File: config.mk
export PLATFORM = sky130hd
export DESIGN_NAME = core_if_pf_flat
export DESIGN_NICKNAME = d
export VERILOG_FILES = /design/src/rtl/i2d_core_defines.sv /design/src/rtl/wishbone.sv /design/src/rtl/core_if_fifo.sv /design/src/rtl/core_if_pf.sv /design/src/flat_wrapper.sv
export SDC_FILE = /design/constraint.sdc
export NUM_CORES = 1
export LEC_CHECK = 0
export BUFFER_PORTS_ARGS = -buffer_cell sky130_fd_sc_hd__buf_2
export CORE_MARGIN = 5
export CORE_UTILIZATION = 56
export CTS_BUF_LIST = sky130_fd_sc_hd__clkbuf_8
export DETAILED_ROUTE_END_ITERATION = 10
export PLACE_DENSITY = 0.8
export SLEW_MARGIN = 30
export SYNTH_ARGS = -nofsm -noshare
export SYNTH_HDL_FRONTEND = slang
export SYNTH_SLANG_ARGS = --single-unit
File: constraint.sdc
create_clock -name clk -period 5.79 [get_ports clk]
set_clock_uncertainty 0.05 [all_clocks]
set_input_delay 1.158 -clock clk [delete_from_list [all_inputs] [get_ports clk]]
set_output_delay 1.158 -clock clk [all_outputs]
set_load 0.01 [all_outputs]
File: src/rtl/i2d_core_defines.sv
// Shared core types: instruction word and the {pc, instr} pair handed
// from fetch to decode.
package i2d_core_defines;

    typedef logic [31:0] instr_t;

    typedef struct packed {
        logic [31:0] pc;
        instr_t      instr;
    } fetch_entry_t;

endpackage

File: src/rtl/wishbone.sv
// Pipelined Wishbone bus, reduced to the signals an instruction fetch uses.
interface wishbone;

    logic [31:0] adr;
    logic        cyc;
    logic        stb;
    logic        we;
    logic        ack;
    logic [31:0] dat_so;

    modport pl_master (output adr, cyc, stb, we, input ack, dat_so);
    modport pl_slave  (input adr, cyc, stb, we, output ack, dat_so);

endinterface

File: src/rtl/core_if_fifo.sv
// Prefetch queue: synchronous FIFO of fetch entries. The pointers carry an
// extra MSB so that full and empty can be told apart.
module core_if_fifo
    import i2d_core_defines::*;
#(
    parameter int DEPTH = 4,
    localparam int AW = $clog2(DEPTH),
    localparam int CW = $clog2(DEPTH + 1)
) (
    input  logic          clk,
    input  logic          rst,
    input  logic          flush,
    input  logic          push,
    input  logic          pop,
    input  fetch_entry_t  din,
    output fetch_entry_t  dout,
    output logic [CW-1:0] count,
    output logic          empty
);

    logic [AW:0]  wr_ptr;
    logic [AW:0]  rd_ptr;
    fetch_entry_t mem [DEPTH];

    always_ff @(posedge clk) begin
        if (!rst) begin
            wr_ptr <= '0;
            rd_ptr <= '0;
            // NOTE: the storage is cleared too, so the head reads as zero
            // straight out of reset rather than as uninitialised data.
            for (int i = 0; i < DEPTH; i++) begin
                mem[i] <= '0;
            end
        end else if (flush) begin
            rd_ptr <= wr_ptr;
        end else begin
            if (push) begin
                mem[wr_ptr[AW-1:0]] <= din;
                wr_ptr              <= wr_ptr + 1'b1;
            end
            if (pop) begin
                rd_ptr <= rd_ptr + 1'b1;
            end
        end
    end

    assign dout  = mem[rd_ptr[AW-1:0]];
    assign count = wr_ptr - rd_ptr;
    assign empty = (wr_ptr == rd_ptr);

endmodule

File: src/rtl/core_if_pf.sv
// Instruction fetch stage with prefetch queue: issues pipelined Wishbone
// reads ahead of decode and drops responses made stale by a redirect.
module core_if_pf
    import i2d_core_defines::*;
#(
    parameter int          DEPTH    = 4,
    parameter logic [31:0] RESET_PC = 32'h0000_0000
) (
    input  logic             clk,
    input  logic             rst,
    wishbone.pl_master       bus,
    input  logic             if_halt,
    input  logic             set_pc,
    input  logic [31:0]      new_pc,
    output logic [31:0]      if_pc,
    output instr_t           if_instr,
    output logic             if_valid,
    output logic             if_busy
);

    localparam int CW = $clog2(DEPTH + 1);

    logic [31:0]   fetch_pc;
    logic [31:0]   resp_pc;
    logic [31:0]   target_pc;
    logic [CW-1:0] outstanding;
    logic [CW-1:0] discard;
    logic [CW-1:0] count;
    logic [CW:0]   credit_used;
    logic          empty;
    logic          issue;
    logic          push;
    logic          pop;
    fetch_entry_t  head;
    fetch_entry_t  resp_entry;

    assign target_pc   = {new_pc[31:2], 2'b00};
    assign credit_used = {1'b0, count} + {1'b0, outstanding};

    // A request is only issued while its response is sure to find room.
    assign issue = rst && !set_pc && (credit_used < (CW+1)'(DEPTH));
    assign push  = bus.ack && (discard == '0) && !set_pc;
    assign pop   = if_valid && !if_halt && !set_pc;

    assign resp_entry = '{pc: resp_pc, instr: bus.dat_so};

    always_ff @(posedge clk) begin
        if (!rst) begin
            fetch_pc    <= RESET_PC;
            resp_pc     <= RESET_PC;
            outstanding <= '0;
            discard     <= '0;
        end else begin
            outstanding <= outstanding + CW'(issue) - CW'(bus.ack);
            if (set_pc) begin
                fetch_pc <= target_pc;
                resp_pc  <= target_pc;
                // Everything still in flight after this cycle's ack is stale,
                // including responses already marked by an earlier redirect.
                discard  <= outstanding - CW'(bus.ack);
            end else begin
                if (issue) begin
                    fetch_pc <= fetch_pc + 32'd4;
                end
                if (bus.ack) begin
                    if (discard != '0) begin
                        discard <= discard - CW'(1);
                    end else begin
                        resp_pc <= resp_pc + 32'd4;
                    end
                end
            end
        end
    end

    core_if_fifo #(.DEPTH(DEPTH)) u_fifo (
        .clk   (clk),
        .rst   (rst),
        .flush (set_pc),
        .push  (push),
        .pop   (pop),
        .din   (resp_entry),
        .dout  (head),
        .count (count),
        .empty (empty)
    );

    assign bus.adr = fetch_pc;
    assign bus.stb = issue;
    assign bus.cyc = issue || (outstanding != '0);
    assign bus.we  = 1'b0;

    assign if_pc    = head.pc;
    assign if_instr = head.instr;
    assign if_valid = !empty;
    assign if_busy  = empty;

endmodule

File: src/flat_wrapper.sv
// flat-port wrapper written by rule: the top's interface ports become plain ports
module core_if_pf_flat import i2d_core_defines::*;
#(
    parameter int          DEPTH    = 4,
    parameter logic [31:0] RESET_PC = 32'h0000_0000
)
  (clk, rst, if_halt, set_pc, new_pc, if_pc, if_instr, if_valid, if_busy, bus_adr, bus_cyc, bus_stb, bus_we, bus_ack, bus_dat_so);
  wishbone bus_i ();
  input  logic clk;
  input  logic rst;
  input  logic if_halt;
  input  logic set_pc;
  input  logic [31:0] new_pc;
  output logic [31:0] if_pc;
  output instr_t if_instr;
  output logic if_valid;
  output logic if_busy;
  output wire logic [$bits(bus_i.adr)-1:0] bus_adr;
  output wire logic [$bits(bus_i.cyc)-1:0] bus_cyc;
  output wire logic [$bits(bus_i.stb)-1:0] bus_stb;
  output wire logic [$bits(bus_i.we)-1:0] bus_we;
  input wire logic [$bits(bus_i.ack)-1:0] bus_ack;
  input wire logic [$bits(bus_i.dat_so)-1:0] bus_dat_so;
  assign bus_adr = bus_i.adr;
  assign bus_cyc = bus_i.cyc;
  assign bus_stb = bus_i.stb;
  assign bus_we = bus_i.we;
  assign bus_i.ack = bus_ack;
  assign bus_i.dat_so = bus_dat_so;
  core_if_pf #(.DEPTH(DEPTH), .RESET_PC(RESET_PC)) u_core (.clk(clk), .rst(rst), .bus(bus_i), .if_halt(if_halt), .set_pc(set_pc), .new_pc(new_pc), .if_pc(if_pc), .if_instr(if_instr), .if_valid(if_valid), .if_busy(if_busy));
endmodule
==> results of run 1 <==
[through the flow]
| step | setup slack (ns) | instance area [um^2] | total power, W |
|---|---|---|---|
| 2_1_floorplan | 1.38 | 14800 | 0.00325 |
| 3_3_place_gp | 1.98 | 15900 | 0.00351 |
| 3_5_place_dp | 1.95 | 15900 | 0.00354 |
| 4_1_cts | 1.40 | 16900 | 0.00531 |
| 5_1_grt | 1.21 | 16900 | 0.00550 |
| 6_report | 1.37 | 16900 | 0.00528 |
[synthesized netlist by cell type (all sizes together) (4+ instances only)]
| cell | count | area (um^2) |
|---|---|---|
| nor4 | 17 | 113 |
| a311oi | 5 | 43.8 |
| nand2 | 49 | 184 |
| nand3 | 30 | 150 |
| mux4 | 62 | 1400 |
| o22ai | 6 | 37.5 |
| o21a | 4 | 30.0 |
| ha | 14 | 175 |
| nor2 | 23 | 86.3 |
| xnor2 | 31 | 272 |
| or4 | 5 | 38.8 |
| o21ai | 31 | 155 |
| a211oi | 7 | 52.6 |
| and3 | 68 | 427 |
| inv | 20 | 75.1 |
| nor3 | 22 | 115 |
| a31oi | 10 | 62.6 |
| dfxtp | 74 | 1480 |
| clkbuf | 68 | 256 |
| nand2b | 5 | 31.3 |
| a21boi | 4 | 30.0 |
| and4 | 7 | 61.3 |
| a21oi | 36 | 180 |
| xor2 | 19 | 166 |
| and2 | 189 | 1180 |
| buf | 20 | 109 |
| edfxtp | 248 | 7450 |
| nand4 | 18 | 125 |
[power breakdown]
part / internal [W] / switching, W
Combinational: 0.000310 / 0.000434
Clock: 0.000901 / 0.000889
Sequential: 0.00263 / 0.000116
Total: 0.00384 / 0.00144
[critical path: stages (launching register included)]
cell	delay [ns]
dfxtp_1	0.59
inv_1	0.26
ha_1	0.26
inv_1	0.06
fa_1	0.42
ha_1	0.20
nor3_2	0.30
nand3_1	0.14
inv_1	0.22
buf_2	0.18
[how the worst min path moves through the flow]
stage	slack (ns)	depth (start not counted)	to
6_report	0.47	2	u_core.u_fifo.rd_ptr[2]
5_1_grt	0.49	2	u_core.u_fifo.rd_ptr[2]
4_1_cts	0.46	2	u_core.u_fifo.rd_ptr[2]
3_5_place_dp	0.45	2	u_core.u_fifo.rd_ptr[2]
3_3_place_gp	0.44	2	u_core.u_fifo.rd_ptr[2]
2_1_floorplan	0.42	2	u_core.u_fifo.rd_ptr[2]
[routing by layer]
layer	share of wire [%]	up-vias
met3	8.0	60
met4	1.9	2
met5	0.037	-
met1	41	4855
met2	49	420
li1	-	4513
[kinds of logic (layout without fill, tap and decap cells)]
kind of cell               after synthesis  after routing  synth area share (%)
and+or+nand+nor                        447            447                  17.6
DFF                                    322            322                  60.2
AOI/OAI and AO/OA                      123            123                  5.15
buffers and inverters                  108            293                  2.97
muxes                                   65             65                  9.63
xor gates and xnor gates                50             50                  2.95
adders and majority gates               16             16                  1.45
other                                    1              6                0.0253
[flip-flops by register name, indices dropped and copies added, names as in the netlist, named ones only]
name,count
u_core.u_fifo.mem,248
u_core.bus.adr,30
u_core.resp_pc,30
u_core.discard,3
u_core.outstanding,3
u_core.u_fifo.rd_ptr,3
u_core.u_fifo.wr_ptr,3
[layout make-up]
cell class	instances	area (um^2)
Antenna cell	1	2.50
Clock buffer	53	729
Clock inverter	41	218
Fill cell	1890	9170
Inverter	20	75.1
Multi-Input combinational cell	706	5510
Sequential cell	322	8930
Tap cell	335	419
Timing Repair Buffer	179	996
==> impl_metrics.csv, run 1 <==
group,metric,value,unit
place,gp_congestion,0.860,
setup_path,crit_arrival,3.21,ns
setup_path,crit_start,"u_core.u_fifo.wr_ptr[0]",
clocking,cts_tree,"built",
yosys,synth_seq_cells,322,
grt,grt_first_pass_wirelength,54900,um
yosys,synth-edff-count,248,
layout,mostFrequentLayoutCells,"edfxtp_1, and2_1, buf_2, dfxtp_1, and3_1",
grt,busiest_layer,"met2",
sta,final_max_slew_viol_count,0,
setup_path,r2r_slack,1.95,ns
sta,worstMarginPinSlew,0.928,ns
setup_path,cp-end-kind,"output port",
yosys,ys_seq_area_share,60.2,%
floorplanning,io_pins,170,
floorplanning,initial_core_util,56.9,%
sta,fin_setup_tns,0,ns
clocking,clk_path_buf_depth,3,
floorplanning,die_width,173,um
setup_path,required,4.58,ns
min_path,min_from,"u_core.u_fifo.rd_ptr[2]",
yosys,yosysUniqueCellTypes,62,
grt,grt_overflow_total,0,
clocking,cts_sinks,322,
layout,final_common_cell,"edfxtp_1",
floorplanning,coreArea,26100,um^2
setup_path,cp_max_fo,9,
flow_run,maxCapViolCount,0,
grt,grt_pass1_vias,10200,
setup_path,rr_endpoint,"u_core.bus.adr[19]",
sta,fin_crit,4.42,ns
clocking,root_buffer,"clkbuf_8",
yosys,syn_area_per_cell,13.1,um^2
power_and_ir_drop,ir_drop,0.000240,V
layout,area_growth,13.9,%
floorplanning,die_h,173,um
sta,hold_viol,0,
detailed_routing,wl,34800,um
sta,rsz0062_at_grt,"false",
yosys,yosysWarnings,0,
yosys,syn_inst,1132,
floorplanning,die-area,29800,um^2
clocking,postCtsHoldBufs,0,
grt,antenna_found_initial,2,
grt,grt_max_degree,71,
clocking,worstSkewPairLatency,0.58,ns
detailed_routing,drtIter0Drc,848,
min_path,hp-class,"reg2reg",
setup_path,timing.rr.start,"u_core.u_fifo.wr_ptr[0]",
sta,setup_viol,0,
place,portBuffers,162,
outcome,outcome,"completed",
detailed_routing,viasPerCell,5.94,
sta,slew_headroom,37.9,%
clocking,cts_buffers,50,
power_and_ir_drop,p_leak,6.59,nW
setup_path,cp-endpoint,"bus_stb",
clocking,post-cts-setup-buffer-count,0,
layout,stdcell_count,1657,
yosys,async_flop_share,0,%
layout,nets,1364,
layout,drive_gt1_share,24.8,%
floorplanning,rows,59,
grt,grtUsageMet1,31.2,%
clocking,cts.htree.levels,2,
setup_path,worstSetupPathType,"reg2out",
sta,hold_ws,0.466,ns
clocking,cts.clk_slew.worst_paths,0.07,ns
layout,final_util,64.8,%
detailed_routing,dr.pass1.iters,6,
yosys,syn_area,14800,um^2
grt,grt_use_met3,4.10,%
yosys,ys.flop_type,"edfxtp_1",
clocking,ctsResizeCount,0,
grt,use_met2,37.3,%
setup_path,reg2regPathDepth,11,
detailed_routing,ant_nets,0,
place,dp_hpwl,21100,um
detailed_routing,drt-wirelength-per-cell,21.0,um
sta,fmax,226,MHz
setup_path,critPathLaunchType,"flip-flop",
detailed_routing,drcViolationCount,0,
power_and_ir_drop,cellPowerDensity,313,nW/um^2
sta,timing.final.crit_share,76.3,%
detailed_routing,via_count,9850,
grt,track_usage,22.6,%
place,place_inst,1561,
Note: power is estimated with default switching activity, not from simulation.
==> run 2, diff against run 1 <==
--- a/config.mk
+++ b/config.mk
@@ -5,12 +5,13 @@
 export SDC_FILE = /design/constraint.sdc
 export NUM_CORES = 1
 export LEC_CHECK = 0
+export ABC_AREA = 1
 export BUFFER_PORTS_ARGS = -buffer_cell sky130_fd_sc_hd__buf_2
 export CORE_MARGIN = 5
-export CORE_UTILIZATION = 56
+export CORE_UTILIZATION = 55
 export CTS_BUF_LIST = sky130_fd_sc_hd__clkbuf_8
 export DETAILED_ROUTE_END_ITERATION = 10
-export PLACE_DENSITY = 0.8
+export PLACE_DENSITY = 0.82
 export SLEW_MARGIN = 30
 export SYNTH_ARGS = -nofsm -noshare
 export SYNTH_HDL_FRONTEND = slang
==> constraint.sdc (replaced) <==
create_clock -name clk -period 3.7 [get_ports clk]
set_clock_uncertainty 0.05 [all_clocks]
set_input_delay 0.74 -clock clk [delete_from_list [all_inputs] [get_ports clk]]
set_output_delay 0.74 -clock clk [all_outputs]
set_load 0.01 [all_outputs]
==> impl_metrics.csv, run 2 <==
group,metric,value,unit
outcome,outcome,"completed",
detailed_routing,wl,39500,um
setup_path,crit_arrival,2.67,ns
setup_path,crit_buf_inv,4,
yosys,synth.area.top_cells,"edfxtp_1, nor2_1, dfxtp_1, nand2_1, o21ai_0",
setup_path,cp-end-kind,"output port",
sta,fin_setup_tns,0,ns
place,post-place-ws,0.403,ns
sta,fmax,289,MHz
grt,grt_overflow_total,0,
layout,drive_gt1_share,14.7,%
floorplanning,coreArea,27600,um^2
flow_run,maxCapViolCount,0,
grt,grt_pass1_vias,12600,
setup_path,slowest_stage,"fa_1",
sta,timing.final.crit_share,93.6,%
sta,slew_headroom,44.4,%
floorplanning,io_pins,170,
sta,fin_crit,3.46,ns
place,gp_congestion,0.937,
detailed_routing,drt-wirelength-per-cell,17.2,um
yosys,async_flop_share,0,%
yosys,synth.most_common_cell,"nor2_1",
sta,worst_slack,0.237,ns
floorplanning,rows,61,
clocking,ctsResizeCount,0,
power_and_ir_drop,p_leak,7.06,nW
power_and_ir_drop,ir_drop,0.000322,V
yosys,syn_area_per_cell,8.81,um^2
sta,hold_viol,0,
detailed_routing,drcViolationCount,0,
clocking,cts_buffers,50,
yosys,synth_seq_cells,322,
clocking,cts_sinks,322,
floorplanning,die_width,177,um
setup_path,cp_top_family,"adder cells",
clocking,clk_path_buf_depth,3,
power_and_ir_drop,cellPowerDensity,488,nW/um^2
clocking,worstSkewPairLatency,0.56,ns
detailed_routing,ant_nets,0,
detailed_routing,drtIter0Drc,1266,
grt,antenna_found_initial,0,
setup_path,cp_cell_sequence,"inv_1, ha_1, inv_1, fa_1, xor2_1, ha_1, inv_1, nand2_1, nor2_1, nand2_4, nand2_1, buf_2",
layout,mostFrequentLayoutCells,"nor2_1, edfxtp_1, nand2_1, o21ai_0, inv_1",
setup_path,required,2.91,ns
clocking,cts.clk_slew.worst_paths,0.07,ns
grt,grt_first_pass_wirelength,63000,um
layout,nets,1969,
layout,final_common_cell,"nor2_1",
yosys,ys_seq_area_share,58.5,%
detailed_routing,via_count,12700,
layout,nFillCells,2338,
place,dp_hpwl,24600,um
floorplanning,initial_core_util,55.3,%
layout,regMostFlops,"u_core.u_fifo.mem",
floorplanning,die-area,31200,um^2
sta,setup_viol,0,
layout,largest_register_ffs,248,
floorplanning,die_h,177,um
yosys,ys_top_cells_by_count,"nor2_1, edfxtp_1, nand2_1, o21ai_0, inv_1",
setup_path,worstSetupPathType,"reg2out",
setup_path,cp_max_fo,8,
yosys,yosysTopAreaCell,"edfxtp_1",
setup_path,critPathMaxStageDelay,0.37,ns
yosys,ys.flop_type,"edfxtp_1",
detailed_routing,viasPerCell,5.55,
clocking,root_buffer,"clkbuf_8",
setup_path,cp_common_cell,"inv_1",
yosys,syn_area,15300,um^2
yosys,yosysWarnings,0,
min_path,hp-class,"in2reg",
clocking,post-cts-setup-buffer-count,0,
clocking,postCtsHoldBufs,0,
layout,diodes,0,
detailed_routing,dr.pass1.iters,6,
sta,rsz0062_at_grt,"false",
yosys,yosysUniqueCellTypes,37,
grt,track_usage,25.0,%
yosys,syn_inst,1734,
grt,grt_max_degree,103,
layout,area_growth,13.2,%
yosys,synth_top_area_share,48.8,%
clocking,cts.htree.levels,2,
sta,final_max_slew_viol_count,0,
yosys,synth-edff-count,248,
place,portBuffers,162,
sta,worstMarginPinSlew,0.834,ns
clocking,cts_tree,"built",
setup_path,critPathLaunchType,"flip-flop",
## run 2: cell types whose count changed in the layout (fill, tap and decap cells not counted), moves of 25 or more
cell     previous run  this run
nand3_1            30        73
and3_1             67         0
o21ai_0            31       170
nor2_1             23       462
mux4_2             62         0
o22ai_1             6        65
inv_1              29       166
and2_1            189         4
nand2_1            48       226
xnor2_1            31         6
## run 2: metrics by stage
step	cells	util, %	hold slack, ns	power, W	instance area (um^2)
2_1_floorplan	1738	-	0.407	0.00527	15300
3_3_place_gp	2210	59.5	0.426	0.00580	16400
3_5_place_dp	2210	59.5	0.441	0.00585	16400
4_1_cts	2293	62.5	0.383	0.00847	17300
5_1_grt	2293	62.5	0.434	0.00883	17300
6_report	2293	62.5	0.403	0.00843	17300
## run 2: worst paths after layout
path	cells after the start	to	slack, ns	startpoint
worst min-delay path	3	u_core.bus.adr[30]	0.40	new_pc[30]
worst max-delay path	12	bus_cyc	0.24	u_core.u_fifo.wr_ptr[0]
worst min register to register	2	u_core.u_fifo.wr_ptr[2]	0.45	u_core.u_fifo.wr_ptr[2]
worst max register to register	17	u_core.outstanding[2]	0.45	u_core.u_fifo.wr_ptr[0]
## run 2: final cells by class
type | instances | area [um^2] | area share (%)
clock inverter | 33 | 165 | 0.956
sequential | 322 | 8930 | 51.7
clock buffer | 50 | 688 | 3.98
inverter | 157 | 591 | 3.42
tap | 378 | 473 | 2.74
multi-input combinational | 1167 | 5360 | 31.0
timing repair buffer | 186 | 1070 | 6.17
## run 2: worst register-to-register path, stage by stage (launching register included)
cell     delay [ns]
dfxtp_2        0.36
inv_1          0.10
ha_1           0.15
inv_1          0.05
fa_1           0.37
xor2_1         0.17
ha_1           0.28
inv_1          0.08
nand2_1        0.05
nor2_1         0.17
nand2_4        0.13
ha_1           0.29
inv_1          0.06
ha_1           0.13
inv_1          0.05
fa_1           0.38
o21ai_0        0.20
a21oi_1        0.06
## run 2: power by group
part / internal (W) / switching, W / total (W)
combinational: 0.000499 / 0.00102 / 0.00152
sequential: 0.00412 / 0.000153 / 0.00427
clock: 0.00132 / 0.00132 / 0.00264
total: 0.00594 / 0.00249 / 0.00843
## run 2: cell families (layout without fill, tap and decap cells)
family | Yosys count | after routing | share of synthesized area [%]
simple gates | 806 | 806 | 21.2
compound gates | 325 | 325 | 11.4
flops | 322 | 322 | 58.5
buf+inv | 249 | 426 | 6.62
fa+ha+maj | 16 | 16 | 1.41
xor+xnor | 14 | 14 | 0.803
other cells | 1 | 5 | 0.0246
mux | 1 | 1 | 0.0656
## run 2: layer usage
metal | part of all wire [%] | global-route usage (%) | vias up
li1 | - | - | 6086
met1 | 40 | 33.0 | 5900
met2 | 47 | 41.5 | 650
met3 | 9.9 | 5.21 | 96
met4 | 3.1 | 8.61 | 0
met5 | 0 | 0 | -
